$ cat config.mk
export PLATFORM = sky130hd
export DESIGN_NAME = led_sequencer
export DESIGN_NICKNAME = d
export VERILOG_FILES = /design/src/rtl/led_sequencer.sv
export SDC_FILE = /design/constraint.sdc
export NUM_CORES = 1
export LEC_CHECK = 0
export ABC_AREA = 1
export CAP_MARGIN = 40
export CORE_MARGIN = 5
export CORE_UTILIZATION = 59
export DETAILED_ROUTE_END_ITERATION = 8
export GPL_TIMING_DRIVEN = 0
export PLACE_DENSITY = 0.9
export SLEW_MARGIN = 5
export SYNTH_ARGS = -nofsm -noshare
export SYNTH_HDL_FRONTEND = slang
export SYNTH_SLANG_ARGS = --single-unit
$ cat constraint.sdc
create_clock -name CLK -period 1.5 [get_ports CLK]
set_input_delay 0.15 -clock CLK [delete_from_list [all_inputs] [get_ports CLK]]
set_output_delay 0.15 -clock CLK [all_outputs]
set_load 0.02 [all_outputs]
$ cat src/rtl/led_sequencer.sv
// led_sequencer: parametrised LED pattern generator.
// A prescaler produces one step every DIVIDE enabled clocks. Each step
// advances a spin, bounce, blink or hold pattern over NUM_LEDS outputs.
// TICK and CYCLE are registered strobes for the step and the pattern-cycle
// boundary. TST brings out one prescaler bit for a scope.
module led_sequencer #(
  parameter int NUM_LEDS = 4,
  parameter int DIVIDE   = 25000000,
  parameter int TEST_TAP = 3
) (
  input  logic                CLK,
  input  logic                RST,
  input  logic                EN,
  input  logic [1:0]          MODE,
  input  logic                DIR,
  output logic [NUM_LEDS-1:0] LEDS,
  output logic                TICK,
  output logic                CYCLE,
  output logic                TST
);

  localparam int CNT_W = (DIVIDE > 1) ? $clog2(DIVIDE) : 1;
  localparam int POS_W = (NUM_LEDS > 1) ? $clog2(NUM_LEDS) : 1;

  localparam logic [CNT_W-1:0] CNT_LAST = CNT_W'(DIVIDE - 1);
  localparam logic [POS_W-1:0] POS_LAST = POS_W'(NUM_LEDS - 1);
  // Position the bounce turns back to from the top end; unused when NUM_LEDS == 1.
  localparam logic [POS_W-1:0] POS_PREV = (NUM_LEDS > 1) ? POS_W'(NUM_LEDS - 2) : POS_W'(0);

  typedef enum logic [1:0] {
    MODE_SPIN   = 2'b00,
    MODE_BOUNCE = 2'b01,
    MODE_BLINK  = 2'b10,
    MODE_HOLD   = 2'b11
  } mode_e;

  localparam logic BDIR_UP   = 1'b0;
  localparam logic BDIR_DOWN = 1'b1;

  logic [CNT_W-1:0] cnt_q, cnt_d;
  logic [POS_W-1:0] pos_q, pos_d;
  logic             bdir_q, bdir_d;
  logic             phase_q, phase_d;
  mode_e            mode_q;
  logic             tick_q, cycle_q;
  logic             step_s, wrap_s;
  mode_e            mode_in_s;
  logic [NUM_LEDS-1:0] leds_s;

  assign mode_in_s = mode_e'(MODE);

  // Prescaler next value and the step strobe it generates.
  always_comb begin
    cnt_d  = cnt_q;
    step_s = EN && (cnt_q == CNT_LAST);
    if (EN) begin
      if (cnt_q == CNT_LAST) begin
        cnt_d = '0;
      end else begin
        cnt_d = cnt_q + CNT_W'(1);
      end
    end else begin
      cnt_d = cnt_q;
    end
  end

  // Pattern next state and cycle-boundary detection, chosen by the incoming MODE.
  always_comb begin
    pos_d   = pos_q;
    bdir_d  = bdir_q;
    phase_d = phase_q;
    wrap_s  = 1'b0;
    case (mode_in_s)
      MODE_SPIN: begin
        if (!DIR) begin
          if (pos_q == POS_LAST) begin
            pos_d  = '0;
            wrap_s = 1'b1;
          end else begin
            pos_d = pos_q + POS_W'(1);
          end
        end else begin
          if (pos_q == '0) begin
            pos_d  = POS_LAST;
            wrap_s = 1'b1;
          end else begin
            pos_d = pos_q - POS_W'(1);
          end
        end
      end
      MODE_BOUNCE: begin
        if (NUM_LEDS == 1) begin
          // Single LED: nowhere to move, every step closes a cycle.
          wrap_s = 1'b1;
        end else if (bdir_q == BDIR_UP) begin
          if (pos_q == POS_LAST) begin
            bdir_d = BDIR_DOWN;
            pos_d  = POS_PREV;
            wrap_s = (POS_PREV == '0);
          end else begin
            pos_d = pos_q + POS_W'(1);
          end
        end else begin
          if (pos_q == '0) begin
            bdir_d = BDIR_UP;
            pos_d  = POS_W'(1);
          end else begin
            // Arriving at index 0 on the way down closes a bounce cycle.
            pos_d  = pos_q - POS_W'(1);
            wrap_s = (pos_q == POS_W'(1));
          end
        end
      end
      MODE_BLINK: begin
        phase_d = ~phase_q;
        wrap_s  = phase_q;
      end
      MODE_HOLD: begin
        wrap_s = 1'b0;
      end
      default: begin
        wrap_s = 1'b0;
      end
    endcase
  end

  // State registers: prescaler always, pattern state only on a step.
  always_ff @(posedge CLK or posedge RST) begin
    if (RST) begin
      cnt_q   <= '0;
      pos_q   <= '0;
      bdir_q  <= BDIR_UP;
      phase_q <= 1'b0;
      mode_q  <= MODE_SPIN;
      tick_q  <= 1'b0;
      cycle_q <= 1'b0;
    end else begin
      cnt_q   <= cnt_d;
      tick_q  <= step_s;
      cycle_q <= step_s & wrap_s;
      if (step_s) begin
        mode_q  <= mode_in_s;
        pos_q   <= pos_d;
        bdir_q  <= bdir_d;
        phase_q <= phase_d;
      end else begin
        mode_q  <= mode_q;
        pos_q   <= pos_q;
        bdir_q  <= bdir_q;
        phase_q <= phase_q;
      end
    end
  end

  // LED decode purely from registers so inputs can never glitch the pins.
  always_comb begin
    leds_s = '0;
    if (mode_q == MODE_BLINK) begin
      leds_s = {NUM_LEDS{phase_q}};
    end else begin
      for (int i = 0; i < NUM_LEDS; i++) begin
        leds_s[i] = (pos_q == POS_W'(i));
      end
    end
  end

  assign LEDS  = leds_s;
  assign TICK  = tick_q;
  assign CYCLE = cycle_q;
  assign TST   = cnt_q[TEST_TAP];

endmodule
== Word-level counts from Yosys, hierarchy flattened ==
Cells that the tools add are included.

* $add $sub $neg: 3
* Multiply operators: 0
* Div/mod/pow operators: 0
* Order comparisons: 0
* Eq/ne operators: 8
* Shift operators: 0
* Multiplexer cells: 17
* Bitwise operators: 2
* Reductions and logical operators: 7

{| class="wikitable"
|+ Operators with widths
! operator !! count
|-
| adder 25 x 1 -> 25 bit (second input constant) || 1
|-
| equality test 25 bit (second input constant) || 1
|-
| 2-to-1 mux 25 bit || 1
|-
| 2-to-1 mux 2 bit || 6
|-
| equality test 2 bit (second input constant) || 5
|-
| 2-to-1 mux 1 bit || 7
|-
| AND reduction 2 bit || 3
|-
| equality test 2 x 1 -> 1 bit (second input constant) || 2
|-
| zero test 2 bit || 2
|-
| 2-to-1 mux 4 bit || 1
|-
| case mux 1 bit (4 select lines) || 1
|-
| case mux 2 bit (2 select lines) || 1
|-
| adder 2 x 1 -> 2 bit (second input constant) || 1
|-
| nonzero test 2 bit || 1
|-
| subtractor 2 x 1 -> 2 bit (second input constant) || 1
|-
| AND 1 bit || 1
|-
| logical AND 1 bit || 1
|-
| NOT 1 bit || 1
|}

* Bits in registers: 33
* Latch bits: 0
* RAM bits: 0
* Memory bits (read-only): 0
* Output and inout port bits: 7
* Memories kept: 0

== Depth between registers and ports, before layout ==
* Word-level depth: 5
* Gate-level depth with buffers: 9

== Worst setup path after synthesis ==
OpenSTA, ideal clock, no wires.

* Path type: flip-flop to flip-flop
* Start: register cnt_q[3]
* End: register mode_q[0]
* Arrival: 1.305 ns
* Required time: 1.381 ns
* Setup slack: 0.076 ns
* Cell stages (with the launch flop): 9
* Path buffers: 1
* Period minus slack after synthesis: 1.424 ns
* Cells stage by stage: dfrtp_1 nand2_2 nor2_4 nand3_2 nor2_4 nand2_4 buf_6 nand2_1 o21ai_2

* Word-level cells in the longest chain between the ends: 2

{| class="wikitable"
|+ Ends and longest elaborated chain
! item !! RTL line !! source
|-
| start, declared || 40 || <nowiki>logic [CNT_W-1:0] cnt_q, cnt_d;</nowiki>
|-
| start signal, assigned || 138 || <nowiki>cnt_q <= cnt_d;</nowiki>
|-
| equality test 25 bit || 55 || <nowiki>step_s = EN && (cnt_q == CNT_LAST);</nowiki>
|-
| logical AND 1 bit || 55 ||
|-
| end signal, assigned || 142 || <nowiki>mode_q <= mode_in_s;</nowiki>
|-
| end signal, assigned || 147 || <nowiki>mode_q <= mode_q;</nowiki>
|-
| end, declared || 44 || <nowiki>mode_e mode_q;</nowiki>
|}

Every way passes these cells.
A chain may end at the register's enable or synchronous reset.

== Worst setup path in the final report ==
* Start: register cnt_q[1]
* End: register pos_q[0]

* Word-level cells in the longest chain between the ends: 3

{| class="wikitable"
|+ Ends and longest elaborated chain
! item !! RTL line !! source
|-
| equality test 25 bit || 55 ||
|-
| logical AND 1 bit || 55 ||
|-
| AND reduction 2 bit (no line) || - ||
|-
| end signal, assigned || 143 || <nowiki>pos_q <= pos_d;</nowiki>
|-
| end signal, assigned || 148 || <nowiki>pos_q <= pos_q;</nowiki>
|-
| end, declared || 41 || <nowiki>logic [POS_W-1:0] pos_q, pos_d;</nowiki>
|}

Every way passes these cells.

==> impl_metrics.tcl <==
set metrics [dict create \
    post-dp-hpwl_um 3534 \
    drt.antenna.violating_nets 0 \
    avgViaCountPerCell 6.013 \
    placeableCoreArea_sq_mm 0.003578 \
    wirelength_met1_um 2606 \
    startpoint_type "flop" \
    dpl-instance-area_sq_mm 0.002352 \
    register_to_register_path_setup_slack_ns -0.23 \
    synthTopCellsByArea "sky130_fd_sc_hd__dfrtp_1 39%, sky130_fd_sc_hd__nand2_1 12%, sky130_fd_sc_hd__nor2_1 8.8%" \
    netlist-cell-type-count 29 \
    place.gp.congestion 0.8904 \
    grt_pass1_wl_um 9163 \
    drcViolationCount 0 \
    route.met2.wl_um 3581 \
    clkPwrFrac_pct 22.2 \
    critPathRequiredTime_ns 1.81 \
    cp_cell_sequence "ha_4, nand2_4, nor2_4, nand3_2, nor2_4, nand2_4, buf_6, nor2_4, nand2_1, nand2_1" \
    cts-buffers-inserted 5 \
    synth-seq-area-share_pct 38.51 \
    drtIter0Drc 288 \
    violations "setup timing" \
    power.static_leakage_nw 1.464 \
    detailroute.wirelength.met3_um 521 \
    syn_nets 313 \
    grt_start_max_net_pins 19 \
    setup.worst_path.class "flop to flop" \
    path_max_fanout 7 \
    dr.pass1.iters 5 \
    synth_area_per_cell_sq_um 7.149 \
    cell_taking_the_most_area_after_synthesis "sky130_fd_sc_hd__dfrtp_1" \
    top_layer_used "met4" \
    number_of_standard_cell_rows_in_the_floorplan 22 \
    max_freq_ghz 0.5783 \
    clock_sinks 33 \
    slew_viol_final 0 \
    slew_headroom_pct 51.01 \
    ir_drop_mv 0.9695 \
    power_switching_uw 909.8 \
    floorplan.die_area_sq_mm 0.004941 \
    antenna_found_initial 0 \
    port_buffers 12 \
    end_kind "flop" \
    arrival_ns 2.04 \
    sequential_cell_fraction_of_total_power_pct 48.2 \
    vias 2369 \
    max-clock-path-buffers 2 \
    grt_setup_unrepaired "yes" \
    grt_remaining_overflow 0 \
    power_per_cell_area_mw_per_mm2 831.2 \
    period_minus_slack_ns 1.729 \
    grtUsageTotal_pct 23.03 \
    worstSkewPairLatency_ns 0.37 \
    layout_setup_ws_ns -0.2291 \
    num-nets-final 358 \
    yosysTopAreaCellShare_pct 38.51 \
    critical_path.slowest_cell "sky130_fd_sc_hd__dfrtp_1" \
    vias_in_the_first_global_route 2057 \
    route.final.wire_length_um 7251 \
    report.final.setup_viol 33 \
    fin_worst_hold_slack_ns 0.1998 \
    r2r_cells 10 \
    cts_tree "yes" \
    power_frac_comb_pct 29.6 \
    critPathMaxStageDelay_ns 0.45 \
    num_antenna_cells 0 \
    drive_gt1_share_pct 30.64 \
    area.growth.synth_to_final_pct 34.25 \
    timing.final.crit_share_pct 115.3 \
    switching_share_pct 38.02 \
    netlist_instances 300 \
    root_buffer "sky130_fd_sc_hd__clkbuf_4" \
    syn-cell-area_sq_mm 0.002145 \
    timing.critical_path.mode_cell "sky130_fd_sc_hd__nor2_4" \
    avgRoutedWirePerCell_um 18.40 \
    worst_hold_path_type "input port to async pin" \
    finish.instance_area_sq_mm 0.002879 \
    dieHeight_um 70.29 \
    floorplan.initialDensity_pct 59.93 \
    cts-htree-levels 2 \
    floorplan.io_pins 13 \
    actual_transition_at_the_worst_max_transition_pin_ns 0.7340 \
    run_status "finished with violations" \
    final-hold-violation-count 0 \
    intPower_mw 1.483 \
    max_cap_violations 0 \
    synthesis.yosys.warnings 0 \
    dieWidth_um 70.29 \
    ys_ff_latch 33 \
    skew_ns 0.01966 \
    cts.reportedPaths.clkPinSlew_ns 0.13 \
]
-- power groups by stage --
stage,sequential [mW],combinational [mW],clock [mW]
floorplan,1.11,0.272,0
global placement,1.11,0.369,0
detailed placement,1.12,0.396,0
CTS,1.10,0.465,0.505
global route,1.17,0.752,0.575
finish,1.15,0.707,0.532
-- registers in the layout (all words and copies together) (netlist names) --
name and cells:
cnt_q 25, mode_q 2, pos_q 2, CYCLE 1, TICK 1, bdir_q 1, phase_q 1
-- through the flow --
step / std cells / util [%] / total power [mW] / worst slack, ns / setup TNS (ns)
3_5_place_dp: 361 / 65.73 / 1.514 / -0.3482 / -4.323
5_1_grt: 394 / 80.45 / 2.499 / -0.3034 / -6.463
4_1_cts: 386 / 73.11 / 2.071 / -0.05307 / -0.2664
3_3_place_gp: 360 / 64.96 / 1.483 / -0.2460 / -7.776
2_1_floorplan: 300 / - / 1.382 / 0.07612 / 0
6_report: 394 / 80.45 / 2.393 / -0.2291 / -4.344
-- cell usage after synthesis (all sizes together) --
cell type	n
a21oi	3
a31oi	5
and2	2
buf	5
clkinv	1
dfrtp	33
ha	7
inv	47
nand2	74
nand3	23
nand3b	2
nand4	11
nor2	55
nor3	3
nor3b	1
o211ai	1
o21ai	16
xnor2	3
xor2	8
-- path summary, 6_finish.rpt --
kind / from / to
worst max-delay path: cnt_q[1]$_DFFE_PP0P_ / pos_q[0]$_DFFE_PP0P_
worst min-delay path: RST / cnt_q[3]$_DFFE_PP0P_
worst max register to register: cnt_q[1]$_DFFE_PP0P_ / pos_q[0]$_DFFE_PP0P_
worst min register to register: cnt_q[4]$_DFFE_PP0P_ / cnt_q[4]$_DFFE_PP0P_
max in group asynchronous: RST / cnt_q[24]$_DFFE_PP0P_
min in group CLK: MODE[0] / mode_q[0]$_DFFE_PP0P_
-- metal layers --
layer	up-vias	global-route usage, %
met5	-	0
met4	0	10.43
met3	68	3.741
met2	184	39.29
met1	1090	28.27
li1	1027	-
-- area by class of cell --
cell class,count,area (sq um)
plain buffers,5,37.54
clock buffers,5,37.54
clock inverters,3,17.52
fillers,219,699.4
inverters,48,192.7
multi-input cells,214,1336
flip-flops and latches,33,829.5
well taps,48,60.06
repair buffers,38,367.9
-- critical path, delay by kind of cell (launching register included) --
| family | cells | cell delay [ns] |
|---|---|---|
| AND/OR/NAND/NOR | 8 | 0.87 |
| flip-flops | 1 | 0.45 |
| adder cells (fa/ha/maj) | 1 | 0.19 |
| buffers and inverters | 1 | 0.15 |
-- placed cells by master, fill, tap and decap left out, types with 8 or more instances in the layout --
| cell type | n |
|---|---|
| sky130_fd_sc_hd__nand2_1 | 57 |
| sky130_fd_sc_hd__nand2_4 | 8 |
| sky130_fd_sc_hd__buf_4 | 20 |
| sky130_fd_sc_hd__nand2_2 | 9 |
| sky130_fd_sc_hd__nand3_1 | 17 |
| sky130_fd_sc_hd__nor2_4 | 13 |
| sky130_fd_sc_hd__inv_1 | 44 |
| sky130_fd_sc_hd__nand4_1 | 11 |
| sky130_fd_sc_hd__dfrtp_1 | 30 |
| sky130_fd_sc_hd__nor2_1 | 36 |
-- repair_timing --
item,in CTS,in global routing
pin swaps,7,26
endpoints found under the setup margin,20,32
gates cloned,1,0
resized for setup,51,57
hold buffers,0,0
buffers inserted,16,10
-- cell families (layout without fill, tap and decap cells) --
group | Yosys count | after routing | synth area share, %
AND/OR/NAND/NOR | 171 | 171 | 35.59
buffers and inverters | 53 | 99 | 10.03
flip-flops | 33 | 33 | 38.51
AO/OA/AOI/OAI | 25 | 25 | 7.293
XOR/XNOR | 11 | 11 | 4.493
adder cells (fa/ha/maj) | 7 | 7 | 4.084
(Power assumes the default switching activity.)
